File: src/rtl/unified_mem_arbiter.sv
// Arbiter that shares one single-port memory between instruction fetch (IF) and data (D) requesters.
// One transaction outstanding at a time, with a data-burst limit so fetches are not starved, and a BUSY timeout.
module unified_mem_arbiter #(
    parameter int MAX_DATA_BURST = 4,
    parameter int TIMEOUT        = 255
) (
    input  logic        clk,
    input  logic        reset,
    input  logic        if_req,
    input  logic [31:0] if_addr,
    output logic        if_rvalid,
    output logic [31:0] if_rdata,
    input  logic        d_req,
    input  logic        d_we,
    input  logic [31:0] d_addr,
    input  logic [31:0] d_wdata,
    input  logic [3:0]  d_wstrb,
    output logic        d_rvalid,
    output logic [31:0] d_rdata,
    output logic        bus_err,
    output logic        mem_req,
    output logic        mem_we,
    output logic [31:0] mem_addr,
    output logic [31:0] mem_wdata,
    output logic [3:0]  mem_wstrb,
    input  logic        mem_ready,
    input  logic [31:0] mem_rdata,
    output logic        stall_if,
    output logic        stall_mem
);
    localparam int SW = (MAX_DATA_BURST < 1) ? 1 : $clog2(MAX_DATA_BURST + 1);
    localparam int TW = (TIMEOUT < 1) ? 1 : $clog2(TIMEOUT + 1);

    typedef enum logic {IDLE = 1'b0, BUSY = 1'b1} state_e;
    typedef enum logic {OWN_IF = 1'b0, OWN_D = 1'b1} owner_e;

    state_e        state_q, state_d;
    owner_e        owner_q, owner_d;
    logic [SW-1:0] streak_q, streak_d;
    logic [TW-1:0] tmo_q, tmo_d, tmo_inc;
    logic [31:0]   addr_q, addr_d, wdata_q, wdata_d;
    logic          we_q, we_d;
    logic [3:0]    wstrb_q, wstrb_d;
    logic          if_rvalid_q, if_rvalid_d, d_rvalid_q, d_rvalid_d;
    logic          bus_err_q, bus_err_d;
    logic [31:0]   if_rdata_q, if_rdata_d, d_rdata_q, d_rdata_d;
    logic          if_elig, d_elig, grant_if, grant_d, done_ok, done_err;

    // Fetches are word aligned; the low address bits are dropped deliberately.
    logic unused_if_addr;
    assign unused_if_addr = ^if_addr[1:0];

    always_ff @(posedge clk) begin
        if (reset) begin
            state_q     <= IDLE;
            owner_q     <= OWN_IF;
            streak_q    <= '0;
            tmo_q       <= '0;
            addr_q      <= '0;
            wdata_q     <= '0;
            we_q        <= 1'b0;
            wstrb_q     <= '0;
            if_rvalid_q <= 1'b0;
            d_rvalid_q  <= 1'b0;
            bus_err_q   <= 1'b0;
            if_rdata_q  <= '0;
            d_rdata_q   <= '0;
        end else begin
            state_q     <= state_d;
            owner_q     <= owner_d;
            streak_q    <= streak_d;
            tmo_q       <= tmo_d;
            addr_q      <= addr_d;
            wdata_q     <= wdata_d;
            we_q        <= we_d;
            wstrb_q     <= wstrb_d;
            if_rvalid_q <= if_rvalid_d;
            d_rvalid_q  <= d_rvalid_d;
            bus_err_q   <= bus_err_d;
            if_rdata_q  <= if_rdata_d;
            d_rdata_q   <= d_rdata_d;
        end
    end

    always_comb begin
        // A requester whose completion pulse is showing this cycle is still holding the old request.
        if_elig  = if_req & ~if_rvalid_q;
        d_elig   = d_req & ~d_rvalid_q;
        grant_if = 1'b0;
        grant_d  = 1'b0;
        if (state_q == IDLE) begin
            grant_if = if_elig & (~d_elig | (streak_q == SW'(MAX_DATA_BURST)));
            grant_d  = d_elig & ~grant_if;
        end
        tmo_inc  = tmo_q + TW'(1);
        done_ok  = (state_q == BUSY) & mem_ready;
        done_err = (state_q == BUSY) & ~mem_ready & (tmo_inc == TW'(TIMEOUT));

        state_d     = state_q;
        owner_d     = owner_q;
        streak_d    = streak_q;
        tmo_d       = tmo_q;
        addr_d      = addr_q;
        wdata_d     = wdata_q;
        we_d        = we_q;
        wstrb_d     = wstrb_q;
        if_rvalid_d = (done_ok | done_err) & (owner_q == OWN_IF);
        d_rvalid_d  = (done_ok | done_err) & (owner_q == OWN_D);
        bus_err_d   = done_err;
        if_rdata_d  = if_rdata_q;
        d_rdata_d   = d_rdata_q;

        case (state_q)
            IDLE: begin
                if (grant_if) begin
                    state_d  = BUSY;
                    owner_d  = OWN_IF;
                    streak_d = '0;
                    tmo_d    = '0;
                    addr_d   = {if_addr[31:2], 2'b00};
                    wdata_d  = '0;
                    we_d     = 1'b0;
                    wstrb_d  = '0;
                end else if (grant_d) begin
                    state_d  = BUSY;
                    owner_d  = OWN_D;
                    if (streak_q != SW'(MAX_DATA_BURST))
                        streak_d = streak_q + SW'(1);
                    tmo_d    = '0;
                    addr_d   = d_addr;
                    wdata_d  = d_wdata;
                    we_d     = d_we;
                    wstrb_d  = d_we ? d_wstrb : 4'b0000;
                end
            end
            BUSY: begin
                if (done_ok || done_err)
                    state_d = IDLE;
                else
                    tmo_d = tmo_inc;
            end
            default: state_d = IDLE;
        endcase

        // mem_ready wins over a coinciding timeout because done_err requires ~mem_ready.
        if (done_ok || done_err) begin
            if (owner_q == OWN_IF)
                if_rdata_d = done_ok ? mem_rdata : 32'h0;
            else
                d_rdata_d = done_ok ? mem_rdata : 32'h0;
        end
    end

    always_comb begin
        mem_req   = (state_q == BUSY);
        mem_we    = we_q;
        mem_addr  = addr_q;
        mem_wdata = wdata_q;
        mem_wstrb = wstrb_q;
        if_rvalid = if_rvalid_q;
        d_rvalid  = d_rvalid_q;
        bus_err   = bus_err_q;
        if_rdata  = if_rdata_q;
        d_rdata   = d_rdata_q;
        stall_if  = if_req & ~if_rvalid_q;
        stall_mem = d_req & ~d_rvalid_q;
    end
endmodule
File: config.mk
export PLATFORM = sky130hd
export DESIGN_NAME = unified_mem_arbiter
export DESIGN_NICKNAME = d
export VERILOG_FILES = /design/src/rtl/unified_mem_arbiter.sv
export SDC_FILE = /design/constraint.sdc
export NUM_CORES = 1
export LEC_CHECK = 0
export CAP_MARGIN = 25
export CORE_ASPECT_RATIO = 1.5
export CORE_UTILIZATION = 35
export DETAILED_ROUTE_END_ITERATION = 16
export PLACE_DENSITY_LB_ADDON = 0.25
export SETUP_SLACK_MARGIN = 0.05
export SYNTH_ARGS = -nofsm -noshare
export SYNTH_HDL_FRONTEND = slang
export SYNTH_SLANG_ARGS = --single-unit
File: constraint.sdc
create_clock -name clk -period 1.9 [get_ports clk]
set_input_delay 0.19 -clock clk [delete_from_list [all_inputs] [get_ports clk]]
set_output_delay 0.19 -clock clk [all_outputs]
set_load 0.05 [all_outputs]
==> key figures <==
GRT
  – GRT Total Usage: 21.7%
  – Initial antenna violation count: 0
  – Overflow after GRT: 0
  – Pin count of the biggest net entering global routing: 64
  – Vias in the first global route: 5653
  – First-pass GRT wire length: 28400 µm

Critical path
  – Critical path launch point type: register
  – Largest stage delay, worst path: 0.37 ns
  – CP Max Fanout: 32
  – Critical Path, Cell by Cell: ha_4 -> and3_4 -> and4_4 -> a211oi_4 -> a31oi_4 -> buf_12 -> a22o_2
  – R2R Setup Slk: -0.03 ns
  – Slowest CP cell: dfxtp_4
  – Critical Path RT: 2.19 ns
  – Crit end category: register
  – CP Class: reg2reg
  – Crit path DAT: 2.22 ns

Routing
  – First DRT Iteration DRCs: 149
  – Total routed wirelength: 18100 µm
  – Mean routed wirelength per cell: 17.1 µm
  – Vias per cell: 5.11
  – Drt drc: 0
  – DRT Pass-1 Iters: 4
  – Via count of the routed design: 5433
  – Remaining antenna violation count: 0

Timing
  – Worst-Margin Slew: 0.565 ns
  – Fin. Hold Viols: 0
  – RSZ-0062 raised after global routing: yes
  – Worst Skew: 0.00917 ns
  – Min cycle time layout: 1.93 ns
  – Final Slew Violations: 0
  – Ratio of final minimum period to clock period: 102%
  – Post-route setup TNS: -0.198 ns
  – Final Setup Violations: 21
  – Final WS setup: -0.0288 ns
  – Max Fclk: 518 MHz
  – Slew headroom: 62.2%

Clocking
  – Root Buffer: clkbuf_16
  – CTS tree: done
  – Skew-Pair Late Insertion Delay: 0.41 ns
  – Worst-path clk slew: 0.06 ns
  – H-tree depth: 4
  – Clock buffer depth: 2
  – Clock Sinks: 149
  – # hold bufs at CTS: 0
  – Total clock buffers created by CTS: 17

Cells and area
  – Storage element area: 0.00301 mm²
  – Share of cells above drive strength 1: 17.2%
  – N_diodes: 0
  – Multi-input gate area: 0.00258 mm²
  – Post-route insts no fill: 1063
  – Post-layout util: 61.9%
  – Filler Cells Inserted: 1319
  – Number of nets in the layout: 989
  – Area Growth Syn to Fin: 71.7%

Job
  – Max Cap Viol: 0

Place
  – Gpl congestion: 0.786
  – Post-place setup slack: -0.232 ns
  – Inst Count DP: 1024
  – DPL Wire Length: 13300 µm
  – Number of port buffers: 274

Synth
  – Synth top cells by count: dfxtp_1 (149), nor2_1 (75), a22o_1 (52), a22oi_1 (35), a211oi_1 (31)
  – Sequential area share after synthesis: 52.7%
  – Synth Net Count: 688
  – Post-synth top flop: dfxtp_1
  – Synthesis-stage register bit count: 149
  – Synth top area cells: dfxtp_1 (53%), a22o_1 (8.0%), mux2i_1 (5.3%)
  – Mapped Area: 0.00566 mm²
  – Syn. warnings: 0
  – Post-synth EDFFs: 0
  – Avg Synthesized Cell Area: 10.4 µm²
  – Asr flop ratio synth: 0%
  – Count leader, synth: dfxtp_1
  – Yosys cell types: 52
  – Share of the synthesized area in the top cell type: 52.7%
  – Dominant cell type by area after synthesis: dfxtp_1
  – Cells after synthesis: 546

Power and ir drop
  – Leakage power: 3.68 nW
  – Pwr/cell area: 871 mW/mm²
  – Max VDD drop: 0.543 mV
  – Power Total: 8.46 mW

Floorplanning
  – Starting density of the core: 36.1%
  – Die height: 158 µm
  – Die width: 106 µm
  – Core area: 0.0157 mm²
  – I/O pins: 277
  – Die ar.: 0.0167 mm²
  – Rows: 56

Worst hold path
  – Hold crit path type: in2reg

Status
  – Failing checks: setup timing
  – Outcome: finished with violations
-- layout make-up --
| cell class | count | share of cell area [%] |
|---|---|---|
| clock buffer | 18 | 4.52 |
| clock inverter | 14 | 1.22 |
| inverter | 9 | 0.386 |
| multi-input combinational | 343 | 26.5 |
| sequential | 149 | 30.9 |
| tap | 203 | 2.61 |
| timing repair buffer | 327 | 33.8 |
-- where the power goes --
part / switching [mW] / internal, mW / leakage (nW)
sequential: 0.107 / 3.30 / 1.22
combinational: 1.11 / 0.809 / 2.19
clock: 1.39 / 1.74 / 0.269
-- worst max-delay path: cells and delay by family, from the launching register on --
kind / cells / cell delay (ns)
fa+ha+maj: 1 / 0.16
flops: 1 / 0.37
simple gates: 2 / 0.40
compound gates: 3 / 0.69
buf+inv: 1 / 0.19
-- routing by layer --
metal / vias to the layer above / track usage, % / routed length (µm)
met5: - / 0 / 0
met4: 0 / 9.92 / 433
met3: 24 / 6.67 / 1400
met2: 221 / 39.4 / 9430
met1: 2559 / 22.7 / 6870
li1: 2629 / - / -
-- placed cells by master, fill, tap and decap left out, drive strengths merged, types with 5 or more instances in the layout --
| cell | n |
|---|---|
| nand4 | 9 |
| clkdlybuf4s50 | 269 |
| a22oi | 35 |
| clkbuf | 20 |
| nand2 | 15 |
| inv | 14 |
| a21oi | 13 |
| dfxtp | 149 |
| o211ai | 7 |
| nand3 | 6 |
| mux2i | 30 |
| a211oi | 34 |
| clkinv | 5 |
| o21ai | 6 |
| nor2 | 75 |
| a22o | 64 |
| buf | 55 |
-- metrics by stage --
step / area [µm²] / hold WS (ns)
finish: 9720 / 0.238
global route: 9720 / 0.237
CTS: 9570 / 0.213
detailed placement: 8960 / 0.446
global placement: 8960 / 0.439
floorplan: 5740 / 0.315
-- cell families (layout without fill, tap and decap cells) --
group	Yosys count	count (layout)	share of synthesized area [%]
AO/OA/AOI/OAI	175	175	25.2
XOR/XNOR	2	2	0.310
adder cells (fa/ha/maj)	4	4	0.884
buffers and inverters	54	368	4.55
flip-flops	149	149	52.7
multiplexers	31	31	5.51
AND/OR/NAND/NOR	131	131	10.9
-- state kept, by name, indices dropped and copies added (netlist names) --
signal     count
d_rdata       32
if_rdata      32
mem_addr      32
mem_wdata     32
tmo_q          8
mem_wstrb      4
streak_q       3
bus_err        1
d_rvalid       1
if_rvalid      1
mem_req        1
mem_we         1
owner_q        1
-- worst paths after layout --
check | depth (start not counted) | end | start
max | 7 | d_rdata[0] | tmo_q[0]
min | 2 | tmo_q[1] | reset
max reg2reg | 7 | d_rdata[0] | tmo_q[0]
min reg2reg | 2 | mem_wstrb[2] | mem_wstrb[2]
-- timing repair --
action,4_1_cts,5_1_grt
setup buffers,2,3
gates resized for setup,8,20
cloned,0,2
setup endpoints to repair,77,87
pin swaps,12,4
No activity file was read; power rests on OpenSTA's default activity.
